===== config.mk =====
export PLATFORM = sky130hd
export DESIGN_NAME = tile_sad_router
export DESIGN_NICKNAME = d
export VERILOG_FILES = /design/src/rtl/tile_sad_router.sv
export SDC_FILE = /design/constraint.sdc
export NUM_CORES = 1
export LEC_CHECK = 0
export CORE_MARGIN = 2
export CORE_UTILIZATION = 44
export DETAILED_ROUTE_END_ITERATION = 12
export GPL_TIMING_DRIVEN = 0
export SETUP_SLACK_MARGIN = 0.2
export SYNTH_ARGS = -nofsm -noshare
export SYNTH_HDL_FRONTEND = slang
export SYNTH_SLANG_ARGS = --single-unit

===== constraint.sdc =====
create_clock -name iClk -period 16.1 [get_ports iClk]
set_input_delay 3.22 -clock iClk [delete_from_list [all_inputs] [get_ports iClk]]
set_output_delay 3.22 -clock iClk [all_outputs]
set_load 0.05 [all_outputs]

===== src/rtl/tile_sad_router.sv =====
// tile_sad_router
// Streams raster-ordered tile pixels, accumulates a saturating horizontal
// gradient SAD per tile and queues a routing decision per tile
// ({route, SAD, tile index}) in a show-ahead FIFO.
//
// Ports:
//   iClk, iRst   clock, synchronous active-high reset
//   iData        pixel, raster order within the tile
//   iValid       pixel offered
//   oReady       pixel accepted on an edge where iValid & oReady
//   iThreshold   routing threshold, latched on the first pixel of each tile
//   oDecValid    decision FIFO head valid
//   iDecReady    head popped on an edge where oDecValid & iDecReady
//   oRouteToCnn  head decision: 1 = CNN path, 0 = alternate path
//   oSad         head tile SAD
//   oTileIdx     head tile index
//   oCntCnn      tiles routed to CNN     (TILE_STATS_EN only, else 0)
//   oCntAlt      tiles routed to alternate (TILE_STATS_EN only, else 0)
//
// Handshakes: a transfer happens on a rising edge where valid and ready are
// both high; ready never depends combinationally on the opposite valid/ready.
//
// Optional feature: define TILE_STATS_EN to build the saturating route
// counters; without it oCntCnn/oCntAlt are constant 0.
module tile_sad_router #(
    parameter int DATA_WIDTH     = 8,
    parameter int TILE_WIDTH     = 16,
    parameter int TILE_HEIGHT    = 16,
    parameter int SAD_WIDTH      = 20,
    parameter int DEC_FIFO_DEPTH = 4,
    parameter int IDX_WIDTH      = 16
) (
    input  logic                  iClk,
    input  logic                  iRst,
    input  logic [DATA_WIDTH-1:0] iData,
    input  logic                  iValid,
    output logic                  oReady,
    input  logic [SAD_WIDTH-1:0]  iThreshold,
    output logic                  oDecValid,
    input  logic                  iDecReady,
    output logic                  oRouteToCnn,
    output logic [SAD_WIDTH-1:0]  oSad,
    output logic [IDX_WIDTH-1:0]  oTileIdx,
    output logic [15:0]           oCntCnn,
    output logic [15:0]           oCntAlt
);

    localparam int COL_W   = (TILE_WIDTH  > 1) ? $clog2(TILE_WIDTH)  : 1;
    localparam int ROW_W   = (TILE_HEIGHT > 1) ? $clog2(TILE_HEIGHT) : 1;
    localparam int PTR_W   = $clog2(DEC_FIFO_DEPTH);
    localparam int CNT_W   = PTR_W + 1;
    localparam int ENTRY_W = 1 + SAD_WIDTH + IDX_WIDTH;
    localparam int SUM_W   = ((SAD_WIDTH > DATA_WIDTH) ? SAD_WIDTH : DATA_WIDTH) + 1;
    localparam logic [SAD_WIDTH-1:0] SAD_MAX = {SAD_WIDTH{1'b1}};

    // Pixel position within the tile
    logic [COL_W-1:0] col;
    logic [ROW_W-1:0] row;
    logic             col_last, row_last, offer_last, offer_first, accept;

    assign col_last    = (col == COL_W'(TILE_WIDTH - 1));
    assign row_last    = (row == ROW_W'(TILE_HEIGHT - 1));
    assign offer_last  = col_last && row_last;
    assign offer_first = (col == '0) && (row == '0);
    assign accept      = iValid && oReady;

    always_ff @(posedge iClk) begin
        if (iRst) begin
            col <= '0;
            row <= '0;
        end else if (accept) begin
            if (col_last) begin
                col <= '0;
                row <= row_last ? '0 : row + 1'b1;
            end else begin
                col <= col + 1'b1;
            end
        end
    end

    // Previous accepted pixel and per-tile threshold
    logic [DATA_WIDTH-1:0] prev_pix;
    logic [SAD_WIDTH-1:0]  thr_q;

    always_ff @(posedge iClk) begin
        if (iRst) begin
            prev_pix <= '0;
            thr_q    <= '0;
        end else if (accept) begin
            prev_pix <= iData;
            if (offer_first) thr_q <= iThreshold;
        end
    end

    // Stage 1: registered pixel context
    logic                  s1_valid, s1_row_first, s1_tile_first, s1_last;
    logic [DATA_WIDTH-1:0] s1_pix, s1_prev;

    always_ff @(posedge iClk) begin
        if (iRst) begin
            s1_valid      <= 1'b0;
            s1_row_first  <= 1'b0;
            s1_tile_first <= 1'b0;
            s1_last       <= 1'b0;
            s1_pix        <= '0;
            s1_prev       <= '0;
        end else begin
            s1_valid <= accept;
            if (accept) begin
                s1_pix        <= iData;
                s1_prev       <= prev_pix;
                s1_row_first  <= (col == '0);
                s1_tile_first <= offer_first;
                s1_last       <= offer_last;
            end
        end
    end

    // Stage 2: absolute difference and saturating accumulation
    logic [DATA_WIDTH-1:0] diff;
    logic [SAD_WIDTH-1:0]  acc, base, sad_next;
    logic [SUM_W-1:0]      sum;
    logic                  route_next, push, pop;

    always_comb begin
        diff = '0;
        if (!s1_row_first)
            diff = (s1_pix >= s1_prev) ? (s1_pix - s1_prev) : (s1_prev - s1_pix);
        base       = s1_tile_first ? '0 : acc;
        sum        = SUM_W'(base) + SUM_W'(diff);
        sad_next   = (sum > SUM_W'(SAD_MAX)) ? SAD_MAX : sum[SAD_WIDTH-1:0];
        // Equality goes to the alternate path
        route_next = (sad_next > thr_q);
    end

    always_ff @(posedge iClk) begin
        if (iRst)          acc <= '0;
        else if (s1_valid) acc <= sad_next;
    end

    // Decision FIFO (show-ahead)
    logic [ENTRY_W-1:0]   mem [DEC_FIFO_DEPTH];
    logic [PTR_W-1:0]     wr_ptr, rd_ptr;
    logic [CNT_W-1:0]     count, free, pending;
    logic [IDX_WIDTH-1:0] tile_idx;

    assign push = s1_valid && s1_last;
    assign pop  = oDecValid && iDecReady;

    always_ff @(posedge iClk) begin
        if (push) mem[wr_ptr] <= {route_next, sad_next, tile_idx};
    end

    always_ff @(posedge iClk) begin
        if (iRst) begin
            wr_ptr   <= '0;
            rd_ptr   <= '0;
            count    <= '0;
            tile_idx <= '0;
        end else begin
            if (push) begin
                wr_ptr   <= wr_ptr + 1'b1;
                tile_idx <= tile_idx + 1'b1;
            end
            if (pop) rd_ptr <= rd_ptr + 1'b1;
            case ({push, pop})
                2'b10:   count <= count + 1'b1;
                2'b01:   count <= count - 1'b1;
                default: count <= count;
            endcase
        end
    end

    assign oDecValid = (count != '0);
    assign {oRouteToCnn, oSad, oTileIdx} = oDecValid ? mem[rd_ptr] : '0;

    // Only a tile's last pixel can need a FIFO slot. A tile end still sitting
    // in stage 1 has a slot reserved, so it counts against the free space.
    // Ready comes from registered state only: a pop frees a slot next cycle.
    assign free    = CNT_W'(DEC_FIFO_DEPTH) - count;
    assign pending = CNT_W'(push);
    assign oReady  = !(offer_last && (free <= pending));

`ifdef TILE_STATS_EN
    logic [15:0] cnt_cnn, cnt_alt;

    always_ff @(posedge iClk) begin
        if (iRst) begin
            cnt_cnn <= '0;
            cnt_alt <= '0;
        end else if (push) begin
            if (route_next) begin
                if (cnt_cnn != 16'hFFFF) cnt_cnn <= cnt_cnn + 1'b1;
            end else begin
                if (cnt_alt != 16'hFFFF) cnt_alt <= cnt_alt + 1'b1;
            end
        end
    end

    assign oCntCnn = cnt_cnn;
    assign oCntAlt = cnt_alt;
`else
    assign oCntCnn = '0;
    assign oCntAlt = '0;
`endif

endmodule


; Word level (Yosys, flattened, before mapping)
; Memories as Yosys holds them, arrays and structs flattened. A register that Yosys moved wholly into a read port is not among the register bits.
; Index checks and enable logic that the tools add are counted.
[word_totals]
ram_bits = 148
elab_cells = 59
ff_bits = 91
mem_count = 1
in_bits = 32
[op_classes]
n_lt_le_gt_ge = 4
n_reduce_logical = 13
n_eq_ne = 4
muxes = 12
n_addsub = 11
[mem_list]
columns = name, words, word_bits, rd, rd_ports_with_merged_regs, wr, line
row1 = mem, 4, 37, 1, 1, 1, 142  ; logic [ENTRY_W-1:0] mem [DEC_FIFO_DEPTH];
[op_table]
columns = cell, n
row1 = 20-bit two-way mux, 2
row2 = 37-bit two-way mux, 1
row3 = 20-bit by 8-bit adder with 21-bit output, 1
row4 = 21-bit by 20-bit > comparator with 1-bit output (second input constant), 1
row5 = 20-bit > comparator, 1
row6 = 16-bit by 1-bit adder with 16-bit output (second input constant), 1
row7 = 8-bit two-way mux, 2
row8 = 8-bit subtractor, 2
row9 = 4-bit by 1-bit adder with 4-bit output (second input constant), 2
row10 = 4-bit equality test (second input constant), 2
row11 = 8-bit greater-or-equal comparator, 1
row12 = 4-bit logical NOT, 2
row13 = 4-bit two-way mux, 2
row14 = 1-bit logical AND, 6
row15 = 3-bit case mux with 2 select lines, 1
row16 = 2-bit by 1-bit adder with 2-bit output (second input constant), 2
row17 = 2-bit two-way mux, 2
row18 = 2-bit AND reduction, 2
row19 = 3-bit by 1-bit adder with 3-bit output (second input constant), 1
row20 = 3-bit by 1-bit <= comparator with 1-bit output, 1
row21 = 3-bit nonzero test, 1
row22 = 3-bit by 1-bit subtractor with 3-bit output (second input constant), 1
row23 = 3-bit subtractor (first input constant), 1
row24 = 2-bit by 1-bit equality test with 1-bit output (second input constant), 1
row25 = other kinds (4), 5

; Logic depth before layout (Yosys ltp)
; Gate-level depths: netlist of the first run.
[logic_depth]
depth_word = 7
depth_mapped = 25
mapped_depth_nobuf = 24

; Least setup slack after synthesis of the first run
; OpenSTA, ideal clock, no wires.
[synth_path]
kind = reg2reg
start = register s1_pix[3]
end = memory mem[0][36] (netlist bit), data pin
path_stages_with_launch = 25
synth_period_minus_slack_ns = 5.373
required_time_ns = 15.821
arrival_ns = 5.095
path_slack_ns = 10.727
path_cell_list = dfxtp_1 inv_1 ha_1 buf_2 and2_1 a311oi_2 a31o_2 nand2_1 o211ai_1 mux2_1 ha_1 o21a_1 o31a_4 o31a_1 buf_2 nand3_2 buf_2 nand2_1 ha_1 a21o_1 a21o_1 a211o_1 a2111oi_0 or4_1 a31oi_1
[synth_between]
elab_chain_len = 7
elab_cells_between_ends = 9
classes_between = add/sub: 3 / order compare: 3 / mux: 3
[synth_rtl]
columns = element, line
row1 = start: declaration, 97  ; logic [DATA_WIDTH-1:0] s1_pix, s1_prev;
row2 = start signal: assignment, 110  ; s1_pix <= iData;
row3 = 8-bit subtractor / 8-bit greater-or-equal comparator (equally long branches), 128  ; diff = (s1_pix >= s1_prev) ? (s1_pix - s1_prev) : (s1_prev - s1_pix);
row4 = 8-bit two-way mux *, 128
row5 = 8-bit two-way mux *, 127  ; if (!s1_row_first)
row6 = 20-bit by 8-bit adder with 21-bit output *, 130  ; sum = SUM_W'(base) + SUM_W'(diff);
row7 = 21-bit by 20-bit > comparator with 1-bit output, 131  ; sad_next = (sum > SUM_W'(SAD_MAX)) ? SAD_MAX : sum[SAD_WIDTH-1:0];
row8 = 20-bit two-way mux *, 131
row9 = net sad_next[6], 121  ; logic [SAD_WIDTH-1:0] acc, base, sad_next;
row10 = 20-bit > comparator *, 133  ; route_next = (sad_next > thr_q);
row11 = net route_next, 123  ; logic route_next, push, pop;
row12 = end: declaration, 142
; The timed path passes the listed nets; every way through them passes the cells marked *.

; Worst setup path after layout of the first run
[layout_path]
start = register count[0]
end = output port oTileIdx[8]
[layout_between]
elab_chain_len = 2
[layout_rtl]
columns = element, line
row1 = start: declaration, 144  ; logic [CNT_W-1:0] count, free, pending;
row2 = start signal: assignment, 167  ; 2'b10: count <= count + 1'b1;
row3 = start signal: assignment, 168  ; 2'b01: count <= count - 1'b1;
row4 = start signal: assignment, 169  ; default: count <= count;
row5 = 3-bit nonzero test, 174  ; assign oDecValid = (count != '0);
row6 = 37-bit two-way mux, 175  ; assign {oRouteToCnn, oSad, oTileIdx} = oDecValid ? mem[rd_ptr] : '0;
row7 = end: declaration, 43  ; output logic [IDX_WIDTH-1:0] oTileIdx,
; Every way passes these cells.

==> results of run 1 <==
==> state kept, by name, summed over array words and instances, names as in the netlist, named ones only <==
signal         flops
wr_ptr             2
s1_pix             8
mem              148
rd_ptr             2
acc               20
s1_tile_first      1
row                4
s1_valid           1
col                4
tile_idx          16
thr_q             20
s1_prev            8
count              3
s1_row_first       1
s1_last            1
==> layer usage <==
| metal | wire length (um) | global-route usage [%] | up-vias |
|---|---|---|---|
| li1 | - | - | 3934 |
| met1 | 12000 | 25.4 | 3813 |
| met2 | 12200 | 30.7 | 172 |
| met3 | 1030 | 2.66 | 38 |
| met4 | 520 | 4.69 | 0 |
| met5 | 0 | 0 | - |
==> synthesized netlist by cell type, types with 3 or more instances <==
cell type,instances,area (um^2)
buf_4,35,263
nor3_2,3,30.0
buf_2,13,65.1
a311oi_1,7,61.3
nor4_1,5,31.3
inv_1,63,236
o22ai_1,3,18.8
nor2b_1,18,113
or3_1,7,43.8
xnor2_1,11,96.3
nor2_1,66,248
dfxtp_1,93,1860
a31o_2,4,35.0
a31oi_1,9,56.3
nand2b_1,3,18.8
a21oi_1,76,380
a21boi_0,4,30.0
o211ai_1,5,37.5
nand4_1,10,62.6
or2_2,6,37.5
fa_1,4,80.1
edfxtp_1,148,4440
nand2_1,124,465
mux2i_1,3,30.0
clkbuf_1,29,109
o21a_1,9,67.6
and2_1,40,250
and3_1,9,56.3
o21ai_0,31,155
nor3_1,11,55.1
a21o_1,11,82.6
mux4_2,37,833
a211oi_2,3,37.5
a211oi_1,5,37.5
ha_1,56,701
xor2_1,18,158
nand3_1,14,70.1
==> kinds of logic after synthesis <==
group | count (synthesis)
AOI/OAI and AO/OA | 191
DFF | 241
muxes | 42
adders and majority gates | 60
buffers and inverters | 145
xor gates and xnor gates | 29
and+or+nand+nor | 329
other | 1
==> metrics by stage <==
stage	cell area, um^2	hold WS, ps	total power, W	util (%)
finish	13900	454	0.00141	53.1
global route	13900	476	0.00147	53.1
CTS	13900	455	0.00142	53.1
detailed placement	13100	447	0.000871	50.1
global placement	13000	445	0.000868	49.7
floorplan	11900	436	0.000821	-
==> power groups by stage <==
stage	Combinational [W]	Sequential, W	Clock, W
floorplan	0.000137	0.000685	0
global placement	0.000182	0.000686	0
detailed placement	0.000185	0.000686	0
CTS	0.000186	0.000673	0.000563
global route	0.000207	0.000674	0.000588
finish	0.000187	0.000673	0.000551
==> worst max-delay path by stage <==
stage | start | to | cells after the start
2_1_floorplan | s1_pix[3]$_SDFFE_PP0P_ | mem[0][36]$_DFFE_PP_ | 24
5_1_grt | count[0]$_SDFFE_PP0P_ | oTileIdx[8] | 8
3_3_place_gp | s1_pix[2]$_SDFFE_PP0P_ | mem[0][36]$_DFFE_PP_ | 22
3_5_place_dp | s1_pix[2]$_SDFFE_PP0P_ | mem[2][36]$_DFFE_PP_ | 21
6_report | count[0]$_SDFFE_PP0P_ | oTileIdx[8] | 8
4_1_cts | count[0]$_SDFFE_PP0P_ | oTileIdx[8] | 8
==> layout make-up <==
| type | instances | share of cell area [%] |
|---|---|---|
| inverters | 65 | 1.75 |
| repair buffers | 73 | 5.54 |
| clock inverters | 5 | 0.243 |
| multi-input cells | 683 | 35.5 |
| plain buffers | 80 | 3.23 |
| flip-flops and latches | 241 | 45.3 |
| well taps | 335 | 3.01 |
| clock buffers | 43 | 5.42 |
==> critical path: cells and delay by family (launching register included) <==
kind          cells  cell delay (ps)
flops             1              340
buf+inv           5             1880
simple gates      1              190
fa+ha+maj         2              390
==> summary.txt, run 1 <==
P per Cell Area - 101 nW/um^2
Die Width - 168 um
Slowest-stage cell, CP - clkdlybuf4s50_1
Sequential area share after synthesis - 53.4%
Synth Area in Compound Gates - 10.9%
Area of the multi-input gates - 4930 um^2
Clock latency on the worst-skew pair - 540 ps
Vias/cell - 5.22
Post-synthesis xor/xnor area fraction - 2.15%
Syn-to-layout area delta - 17.8%
Status - finished clean
GRT overflow - 0
Register area - 6310 um^2
Ys async rst share - 0%
Origin of the worst min-delay path - thr_q[3]$_SDFFE_PP0P_
Total I/O pin count - 103
Layout Nets - 1262
H-tree depth - 1
Clock net sink count - 241
CTS tree - built
Commonest non-fill, non-tap cell in the layout - edfxtp_1
Cts hold-fix bufs - 0
Pleak - 4.98 nW
Layout Skew - 21.2 ps
Antenna violations before repair - 0
Peak supply drop - 0.0607 mV
Critical-path cell list - inv_1 > ha_1 > ha_1 > inv_1 > clkbuf_1 > clkbuf_1 > and2_1 > clkdlybuf4s50_1
R2R depth - 22
Mapped cell area - 11800 um^2
Post-synthesis adder-cell area fraction - 6.61%
Pint - 0.00105 W
Largest net degree at the start of global routing - 31
Pins Over Slew Limit - 0
Cells after synthesis - 1038
Worst flop-to-flop path endpoint - mem[3][36]$_DFFE_PP_
FF-to-FF Start - s1_pix[2]$_SDFFE_PP0P_
GPL Wtd Cong - 0.853
Final ANT Viol Nets - 0
DIE AREA - 28200 um^2
Post-route insts no fill - 1525
Cells resized by post-CTS repair - 0
Routed length per instance - 16.9 um
Fillers - 2335
FMAX - 153 MHz
Core Area - 26200 um^2
Standard-cell rows - 59
Dpl hpwl - 18500 um
Initial Utilization - 45.1%
Sequential power share - 47.7%
Number of post-CTS setup repair buffers - 0
Min Tclk post-route - 6560 ps
Synth unique cells - 73
Total number of vias - 7957
Worst Slack Setup Final - 9540 ps
Largest family of logic cells by synthesized area - simple AND/OR/NAND/NOR gates
First-pass GRT wire length - 40900 um
Gr usage total - 18.4%
DRC - 0
Layout cells sized above 1 - 13.7%
FF+latch count, synth - 241
Final Cycle Share - 40.7%
Min-Delay Endpoint - thr_q[3]$_SDFFE_PP0P_
Drt total wl - 25800 um
Pre-Repair DR Iteration Count - 5
Max stage delay on crit path - 800 ps
Crit path capture type - primary output
Min-Delay Path Depth - 2
R2R Setup Slk - 9790 ps
Most frequent cells in the layout - edfxtp_1 (148), nand2_1 (124), dfxtp_1 (93)
Count of flip-flops with a built-in enable after synthesis - 148
Sw Ratio - 25.2%
Max cap viols - 0
Drt initial violations - 523
Combinational Power Share - 13.2%
Num CTS Buffers - 26
RSZ-0062 raised after global routing - false
Die height - 168 um
Worst hold path type - reg -> reg
Syn avg cell area - 11.4 um^2
Vias in the first global route - 7617
Slew HR - 43.5%
WP data required - 12880 ps
Worst Setup Start Kind - register
Net Sw Power - 0.000356 W
Final hold violation count - 0
ANT cells - 0
Setup tns final - 0 ps
Mux share of post-synthesis cell area - 7.50%
Synth Area in Simple Gates - 13.5%
Top_reg_cell synth - edfxtp_1
Arrival time at the worst endpoint - 3340 ps
Dpl ws - 9890 ps
CTS clock-pin slew for the worst setup and hold paths - 60 ps
Transition time of the tightest slew-check pin - 848 ps
Clk root buf - clkbuf_16
Max clock buf depth - 3
YS warnings - 0
PortBufs - 69
# setup viols final - 0
Clock share of power - 39.0%
Crit path kind - reg -> out
Crit path max fanout - 10
Placed cells - 1477
Note: power is estimated with default switching activity, not from simulation.
==> run 2: changes to the inputs <==
- clock period: 16.1 -> 6.4 ns (I/O delays scaled with it)
==> run 2 against run 1 <==
Flip-flop and latch count unchanged. Final cell count rose by 0.20%. Wire length about the same. Hold slack hardly changed. Critical path type is now reg -> reg. Register-to-register slack worse by 9300 ps. First-iteration DRC count increased by 12%. Critical path depth rose by 16. Final area increased by 0.56%.
==> summary.txt, run 2 (same netlist as run 1, synthesis figures left out) <==
Layout Skew - 20.9 ps
Post-Place Cell Area - 13100 um^2
Routed length per instance - 16.9 um
Drt total wl - 25800 um
Number of flip-flops in the largest register - 148
Syn-to-layout area delta - 18.4%
Standard-cell rows - 59
Pins Over Slew Limit - 0
Gr usage total - 18.4%
R2R depth - 24
Transition time of the tightest slew-check pin - 844 ps
Largest net degree at the start of global routing - 31
Worst Setup Start Kind - register
Max stage delay on crit path - 430 ps
DRC - 0
Area of the multi-input gates - 4980 um^2
Layout Nets - 1265
Critical-path cell list - inv_1 > ha_1 > inv_1 > fa_1 > a311oi_2 > a31o_4 > nand2_1 > o211ai_1 > mux2_1 > ha_1 > o21a_1 > o31a_4 > o31a_1 > buf_2 > nand3_4 > buf_4 > nand2_2 > ha_1 > a21o_1 > a21o_1 > a211o_1 > a2111oi_1 > or4_1 > a31oi_2
Crit path kind - reg -> reg
Clk root buf - clkbuf_16
Min-Delay Path Depth - 2
Drt initial violations - 586
Final ANT Viol Nets - 0
Max clock buf depth - 3
Total I/O pin count - 103
Top Registers - mem x148, acc x20, thr_q x20
Clock net sink count - 241
Crit path capture type - register
Initial Utilization - 45.1%
CTS clock-pin slew for the worst setup and hold paths - 50 ps
Max cap viols - 0
Slowest-stage cell, CP - fa_1
Register area - 6310 um^2
Worst hold path type - reg -> reg
Setup tns final - 0 ps
Vias/cell - 5.19
Most frequent cells in the layout - edfxtp_1 (148), nand2_1 (122), dfxtp_1 (93)
Die height - 168 um
GRT overflow - 0
First-pass GRT wire length - 40900 um
Dpl hpwl - 18500 um
Core Area - 26200 um^2
Commonest non-fill, non-tap cell in the layout - edfxtp_1
Min Tclk post-route - 5880 ps
DIE AREA - 28200 um^2
Final hold violation count - 0
Fillers - 2324
PortBufs - 69
Crit path max fanout - 10
Arrival time at the worst endpoint - 6110 ps
Antenna violations before repair - 0
RSZ-0062 raised after global routing - false
CTS tree - built
WP data required - 6640 ps
FMAX - 170 MHz
Final Cycle Share - 91.8%
Post-route design area - 14000 um^2
Status - finished clean
Clock latency on the worst-skew pair - 540 ps
Slew HR - 43.7%
Die Width - 168 um
Total number of vias - 7927
Most flops, register - mem
Layout cells sized above 1 - 14.5%
ANT cells - 0
Pleak - 5.00 nW
Most frequent cell on the critical path - ha_1
Pre-Repair DR Iteration Count - 5
Vias in the first global route - 7618
H-tree depth - 1
# setup viols final - 0
Num CTS Buffers - 26
GPL Wtd Cong - 0.853
Peak supply drop - 0.152 mV
Hold Slack - 454 ps
P per Cell Area - 254 nW/um^2
## run 2: worst max-delay path: cells and delay by family, from the launching register on
| family | cells | cell delay [ps] |
|---|---|---|
| muxes | 1 | 350 |
| adders and majority gates | 4 | 1240 |
| DFF | 1 | 340 |
| buffers and inverters | 4 | 480 |
| and+or+nand+nor | 4 | 550 |
| AOI/OAI and AO/OA | 11 | 2640 |
## run 2: timing repair
| action | 4_1_cts | 5_1_grt |
|---|---|---|
| hold buffers | 0 | 0 |
| resized for setup | 2 | 13 |
| buffers inserted | 0 | 3 |
| pin swaps | 1 | 5 |
| endpoints found under the setup margin | 4 | 4 |
## run 2: layer usage
metal / up-vias / track usage, % / wire, um
met5: - / 0 / 0
met2: 158 / 30.7 / 12300
met4: 0 / 4.69 / 537
li1: 3939 / - / -
met3: 41 / 2.66 / 1050
met1: 3789 / 25.4 / 11900
## run 2: path summary, 6_finish.rpt
kind | startpoint | endpoint | slack [ps]
max reg2reg | s1_pix[0]$_SDFFE_PP0P_ | mem[3][36]$_DFFE_PP_ | 520
min reg2reg | thr_q[3]$_SDFFE_PP0P_ | thr_q[3]$_SDFFE_PP0P_ | 450
min | thr_q[3]$_SDFFE_PP0P_ | thr_q[3]$_SDFFE_PP0P_ | 450
max | s1_pix[0]$_SDFFE_PP0P_ | mem[3][36]$_DFFE_PP_ | 520
## run 2: power breakdown
group	switching (W)	total, W	leakage (nW)	internal [W]
logic	0.000299	0.000479	2.53	0.000180
registers	0.0000143	0.00169	2.09	0.00168
clock network	0.000583	0.00138	0.382	0.000800
total	0.000896	0.00356	5.00	0.00266
## run 2: through the flow
| step | util (%) | setup slack [ps] | std cells | power [W] |
|---|---|---|---|---|
| after global routing | 53.4 | 191 | 1528 | 0.00371 |
| final | 53.4 | 524 | 1528 | 0.00356 |
| after CTS | 53.1 | 217 | 1525 | 0.00358 |
| after global placement | 49.7 | 226 | 1473 | 0.00218 |
| after detailed placement | 50.1 | 189 | 1477 | 0.00219 |
| after floorplan | - | 1030 | 1069 | 0.00207 |
## run 2: area by class of cell
cell class	count	area share, %
Buffer	80	3.24
Clock buffer	43	5.39
Clock inverter	5	0.242
Inverter	65	1.74
Multi-Input combinational cell	683	35.6
Sequential cell	241	45.1
Tap cell	335	3.00
Timing Repair Buffer	76	5.67
